==> src/rtl/pwm_stage.sv <==
`default_nettype none
// ============================================================================
// Module      : pwm_stage
// Description : PWM output stage fed by a modulator value stream. Values are
//               accepted on a valid/ready handshake into a shadow register and
//               move to the active duty register only at period boundaries,
//               so a period is never altered once it has started.
//               Optional macro PWM_DITHER_EN adds first-order noise shaping
//               of the truncated low value bits across periods.
// Revision    : 1.0 - initial release
// ============================================================================
module pwm_stage #(
  parameter int VAL_W = 16,
  parameter int CNT_W = 8
) (
  input  logic             clk_in,
  input  logic             rstn_in,
  input  logic             enable,
  input  logic [VAL_W-1:0] val_in,
  input  logic             val_valid,
  output logic             val_ready,
  output logic             pwm_out,
  output logic             frame_start,
  output logic [CNT_W:0]   duty_q
);

  localparam int             C_R_W     = VAL_W - CNT_W;
  localparam logic [CNT_W-1:0] C_CNT_MAX = '1;
  localparam logic [CNT_W-1:0] C_CNT_ONE = CNT_W'(1);

  logic [CNT_W-1:0] r_cnt;
  logic [VAL_W-1:0] r_shadow;
  logic [VAL_W-1:0] r_active;
  logic             r_full;
  logic             r_pwm;
  logic             r_frame;
  logic [CNT_W:0]   r_duty;

  logic             w_boundary;
  logic             w_accept;
  logic             w_load;
  logic [VAL_W-1:0] w_active_new;
  logic [CNT_W-1:0] w_duty_top;
  logic [CNT_W:0]   w_duty_eff;

  // Boundary: last count of an enabled period, or every cycle while idle so
  // new values still reach the duty register before the first period.
  assign w_boundary   = !enable || (r_cnt == C_CNT_MAX);
  assign w_accept     = val_valid && !r_full;
  assign w_load       = w_boundary && r_full;
  assign w_active_new = w_load ? r_shadow : r_active;
  assign w_duty_top   = w_active_new[VAL_W-1 -: CNT_W];

  assign val_ready   = !r_full;
  assign pwm_out     = r_pwm;
  assign frame_start = r_frame;
  assign duty_q      = r_duty;

`ifdef PWM_DITHER_EN
  logic [C_R_W-1:0] r_acc;
  logic [C_R_W:0]   w_sum;
  logic             w_carry;

  // Residue accumulates only on enabled boundaries; the carry adds one count.
  assign w_sum      = {1'b0, r_acc} + {1'b0, w_active_new[C_R_W-1:0]};
  assign w_carry    = enable && w_sum[C_R_W];
  assign w_duty_eff = {1'b0, w_duty_top} + (CNT_W+1)'(w_carry);

  // Noise-shaping accumulator, held while the counter is idle.
  always_ff @(posedge clk_in or negedge rstn_in) begin
    if (!rstn_in) begin
      r_acc <= '0;
    end else if (w_boundary && enable) begin
      r_acc <= w_sum[C_R_W-1:0];
    end
  end
`else
  logic w_unused_low;

  // Low bits are truncated; the reduction only marks them as intentionally dropped.
  assign w_unused_low = ^w_active_new[C_R_W-1:0];
  assign w_duty_eff   = {1'b0, w_duty_top};
`endif

  // Shadow register and its occupancy flag (accept and load never coincide).
  always_ff @(posedge clk_in or negedge rstn_in) begin
    if (!rstn_in) begin
      r_shadow <= '0;
      r_full   <= 1'b0;
    end else if (w_accept) begin
      r_shadow <= val_in;
      r_full   <= 1'b1;
    end else if (w_load) begin
      r_full   <= 1'b0;
    end
  end

  // Active value and registered effective duty update only at boundaries.
  always_ff @(posedge clk_in or negedge rstn_in) begin
    if (!rstn_in) begin
      r_active <= '0;
      r_duty   <= '0;
    end else if (w_boundary) begin
      r_active <= w_active_new;
      r_duty   <= w_duty_eff;
    end
  end

  // Period counter: free-running when enabled, parked at zero when idle.
  always_ff @(posedge clk_in or negedge rstn_in) begin
    if (!rstn_in) begin
      r_cnt <= '0;
    end else if (enable) begin
      r_cnt <= r_cnt + C_CNT_ONE;
    end else begin
      r_cnt <= '0;
    end
  end

  // Registered waveform and frame marker, one clock behind the counter.
  always_ff @(posedge clk_in or negedge rstn_in) begin
    if (!rstn_in) begin
      r_pwm   <= 1'b0;
      r_frame <= 1'b0;
    end else begin
      r_pwm   <= enable && ({1'b0, r_cnt} < r_duty);
      r_frame <= enable && (r_cnt == '0);
    end
  end

endmodule
`default_nettype wire

==> config.mk <==
export PLATFORM = sky130hd
export DESIGN_NAME = pwm_stage
export DESIGN_NICKNAME = d
export VERILOG_FILES = /design/src/rtl/pwm_stage.sv
export SDC_FILE = /design/constraint.sdc
export NUM_CORES = 1
export LEC_CHECK = 0
export CORE_MARGIN = 2
export CORE_UTILIZATION = 52
export DETAILED_ROUTE_END_ITERATION = 8
export GPL_ROUTABILITY_DRIVEN = 0
export GPL_TIMING_DRIVEN = 0
export PLACE_DENSITY = 0.85
export SLEW_MARGIN = 20
export SYNTH_ARGS = -nofsm -noshare
export SYNTH_HDL_FRONTEND = slang
export SYNTH_SLANG_ARGS = --single-unit
export TNS_END_PERCENT = 100
==> constraint.sdc <==
create_clock -name clk_in -period 2.39 [get_ports clk_in]
set_input_delay 0.478 -clock clk_in [delete_from_list [all_inputs] [get_ports clk_in]]
set_output_delay 0.478 -clock clk_in [all_outputs]
set_load 0.02 [all_outputs]
Yosys cells after proc, flatten, opt, wreduce, memory -nomap -nowiden
Cells that the tools add are included.
{"block": "classes", "eq_ne": 1, "reduce_logical": 10, "mux": 3, "order_cmp": 1, "add_sub_neg": 1}
{"operator": "adder 8 x 1 -> 8 bit (second input constant)", "count": 1}
{"operator": "== test 8 bit (second input constant)", "count": 1}
{"operator": "logical NOT 8 bit", "count": 1}
{"operator": "< comparator 8 bit", "count": 1}
{"operator": "2-to-1 mux 8 bit", "count": 1}
{"operator": "logical AND 1 bit", "count": 4}
{"operator": "logical NOT 1 bit", "count": 2}
{"operator": "2-to-1 mux 1 bit", "count": 2}
{"operator": "AND reduction 2 bit", "count": 1}
{"operator": "nonzero test 2 bit", "count": 1}
{"operator": "logical OR 1 bit", "count": 1}
{"block": "word_totals", "ff_bits": 35, "input_bits": 20, "output_inout_bits": 12, "wordCells": 22}

Logic depth before layout (Yosys ltp)
{"block": "depth", "word_depth": 5, "depth_mapped": 5, "depth_no_buf": 5}

Worst setup path after synthesis
OpenSTA, ideal clock, no wires.
{"block": "synth_timing", "path_type": "register -> register", "startpoint": "register r_active[11] (netlist name)", "endpoint": "register r_pwm, in the netlist pwm_out", "stages_incl_launch_ff": 6, "arrival_time_ns": 1.451, "setup_ns": 0.125, "n_path_buf": 0, "synth_period_minus_slack_ns": 1.577, "slack_ns": 0.813, "required_time_ns": 2.265, "cell_sequence": "dfrtp_1 > inv_1 > ha_1 > a211oi_1 > o21ai_0 > a2111oi_0"}
{"element": "end signal, assigned", "line": "126", "text": "r_pwm <= enable && ({1'b0, r_cnt} < r_duty);"}
{"element": "end, declared", "line": "35", "text": "logic r_pwm;"}

Worst setup path in the final report
{"block": "layout_timing", "startpoint": "register r_full", "endpoint": "output port val_ready"}
{"block": "layout_between", "elab_chain_len": 1}
{"element": "start, declared", "line": "34", "text": "logic r_full;"}
{"element": "start signal, assigned", "line": "89", "text": "r_full <= 1'b0;"}
{"element": "start signal, assigned", "line": "92", "text": "r_full <= 1'b1;"}
{"element": "start signal, assigned", "line": "94", "text": "r_full <= 1'b0;"}
{"element": "logical NOT 1 bit", "line": "54", "text": "assign val_ready = !r_full;"}
{"element": "end, declared", "line": "21", "text": "output logic val_ready,"}
Every way passes these cells.

==> impl_results.md <==
* Setup crit end kind: output port
* Crit start category: register
* Area Overhead vs Synth at 21.7%
* Fin crit share at 0.814
* RSZ-0062 raised after global routing: false
* Synth unique cells at 32
* Clk_lat worst skew at 330 ps
* Die Area at 2890 sq um
* Fin util at 0.652
* Setup TNS Final at 0 ps
* Largest net degree at the start of global routing at 28
* # DRC at 0
* Hold Crit Class: in2async
* Fin. Hold Viols at 0
* First-pass detailed-route iteration total at 4
* Register bit total from synthesis at 27
* CORE AREA at 2410 sq um
* Drt total wl at 2.46 mm
* Fin nets at 164
* N_diodes at 0
* Hold_ws at 132 ps
* Syn_nets at 137
* Worst Tran Pin Value at 607 ps
* WP data arrival at 1470 ps
* CTS max path bufs at 2
* Commonest non-fill, non-tap cell in the layout: dfrtp_1
* Share of cells above drive strength 1 at 0.194
* R2r worst-path depth at 4
* Most frequent cells in the layout: dfrtp_1, clkdlybuf4s50_1, mux2_2
* Mapped Area at 1290 sq um
* FMAX at 514 MHz
* Number of vias per cell at 5.69
* H-tree levels at 1
* Filler Cell Count at 191
* Fin cells at 164
* Status: finished, final reports clean
* Worst IR Drop VDD at 0.781 mV
* Detailed Place HPWL at 1.79 mm
* Number of DRC markers in iteration 0 at 11
* GRT overflow at 0
* Starting Density at 0.535
* Resized Gates After CTS at 0
* Inserted Clock Buffers at 3
* Antenna Nets Post-Route at 0
* Setup violations, final at 0
* Post-CTS setup buffer count at 0
* Worst Skew at 8.32 ps
* Root Buffer: clkbuf_4
* Setup WS pre-CTS at 419 ps
* Crit path to: val_ready
* Max FO, Critical Path at 5
* Reg-to-Reg Start: r_cnt[3]
* All-Layer GR Usage at 0.201
* Die height at 53.8 um
* Avg Cell Area, Syn at 11.9 sq um
* # port buffers at 22
* Critical path class: reg2out
* Max-cap viol count at 0
* Rows at 18
* Sequential share of the synthesized area at 0.524
* Clock Pin Slew Worst Setup and Hold Paths at 150 ps
* Via Count at 933
* Pins over their slew limit at 0
* Reg2Reg Setup Slack at 580 ps
* Io pins at 32
* Die X at 53.8 um
* PnR worst setup slack at 445 ps
* Reg2reg end: pwm_out
* Power Dens Cells at 815 nW/um^2
* Synth warn at 0
* Routed len/inst at 15.0 um
* Clock tree sinks at 27
* Initial antenna violation count at 0
* CTS tree: built
* Static leakage at 0.000693 uW
* Hold buffer count at cts at 0
* Placed cells at 160
* Slew headroom at 0.596
* Crit path launch: r_full
* Number of global-route vias before repair at 915
* First-pass GRT wire length at 4.13 mm
* Required @ worst endpoint at 1910 ps
* Min cycle time layout at 1940 ps
* Synth Instances at 108
==> registers in the layout (all words and copies together) (netlist names) <==
signal       count
r_full           1
r_cnt            8
r_active         8
r_shadow         8
pwm_out          1
frame_start      1
==> Yosys cell counts <==
cell type / instances / share of area
xor2_1: 2 / 0.014
mux2_2: 16 / 0.14
o2111a_1: 1 / 0.0087
and4b_1: 1 / 0.0078
o211ai_1: 1 / 0.0058
buf_4: 1 / 0.0058
clkinv_1: 1 / 0.0029
and2_1: 1 / 0.0049
or4_1: 1 / 0.0058
nand3_1: 2 / 0.0078
nor2_1: 5 / 0.015
a21oi_1: 4 / 0.016
xnor2_1: 1 / 0.0068
nor2b_1: 2 / 0.0097
o311ai_0: 1 / 0.0068
inv_1: 10 / 0.029
o21ai_0: 3 / 0.012
clkbuf_1: 1 / 0.0029
conb_1: 1 / 0.0029
a2111oi_0: 1 / 0.0068
nand4_1: 2 / 0.0097
ha_1: 9 / 0.087
nand2_1: 4 / 0.012
a211oi_1: 1 / 0.0058
nor4_1: 1 / 0.0049
nor3b_1: 1 / 0.0058
o31ai_1: 1 / 0.0058
o21ai_2: 1 / 0.0068
nand2b_1: 2 / 0.0097
dfrtp_1: 27 / 0.52
or3_2: 2 / 0.012
nand3_2: 1 / 0.0078
==> critical path: stages (launching register included) <==
cell and delay (ps):
dfrtp_1 460, inv_1 70, clkdlybuf4s50_1 610
==> area by class of cell <==
class | count | area [sq um] | area share
Sequential cell | 27 | 676 | 0.430
Clock inverter | 1 | 5.00 | 0.00319
Timing Repair Buffer | 22 | 215 | 0.137
Buffer | 2 | 11.3 | 0.00717
Tap cell | 30 | 37.5 | 0.0239
Clock buffer | 3 | 22.5 | 0.0143
Inverter | 11 | 41.3 | 0.0263
Multi-Input combinational cell | 68 | 562 | 0.358
==> cell families (layout without fill, tap and decap cells) <==
group,count (synthesis),count (layout),synth area share
fa+ha+maj,9,9,0.0873
compound gates,14,14,0.0737
buf+inv,13,39,0.0407
flops,27,27,0.524
xor+xnor,3,3,0.0204
simple gates,25,25,0.112
other cells,1,1,0.00291
mux,16,16,0.140
==> worst min path at each step <==
stage / endpoint / slack (ps) / cells past startpoint
4_1_cts: frame_start / 150 / 1
3_3_place_gp: r_active[13] / 480 / 1
5_1_grt: r_shadow[10] / 170 / 1
3_5_place_dp: r_shadow[13] / 490 / 1
6_report: r_cnt[2] / 130 / 1
2_1_floorplan: frame_start / 180 / 0
==> power by group <==
| group | total (uW) | leakage, uW | internal (uW) | switching, uW |
|---|---|---|---|---|
| clock network | 201 | 0.0000177 | 62.9 | 138 |
| logic | 452 | 0.000343 | 243 | 209 |
| registers | 627 | 0.000333 | 554 | 72.2 |
==> per-stage QoR <==
step	area (sq um)	total power (uW)
after floorplan	1290	879
final	1570	1280
after CTS	1570	1290
after global routing	1570	1360
after global placement	1550	1070
after detailed placement	1540	1090
==> metal layers <==
layer,GRT usage,part of all wire,vias to the layer above
li1,-,-,432
met1,0.268,0.43,461
met2,0.309,0.49,31
met3,0.0500,0.054,9
met4,0.0897,0.020,0
met5,0,0,-
(Power assumes the default switching activity.)
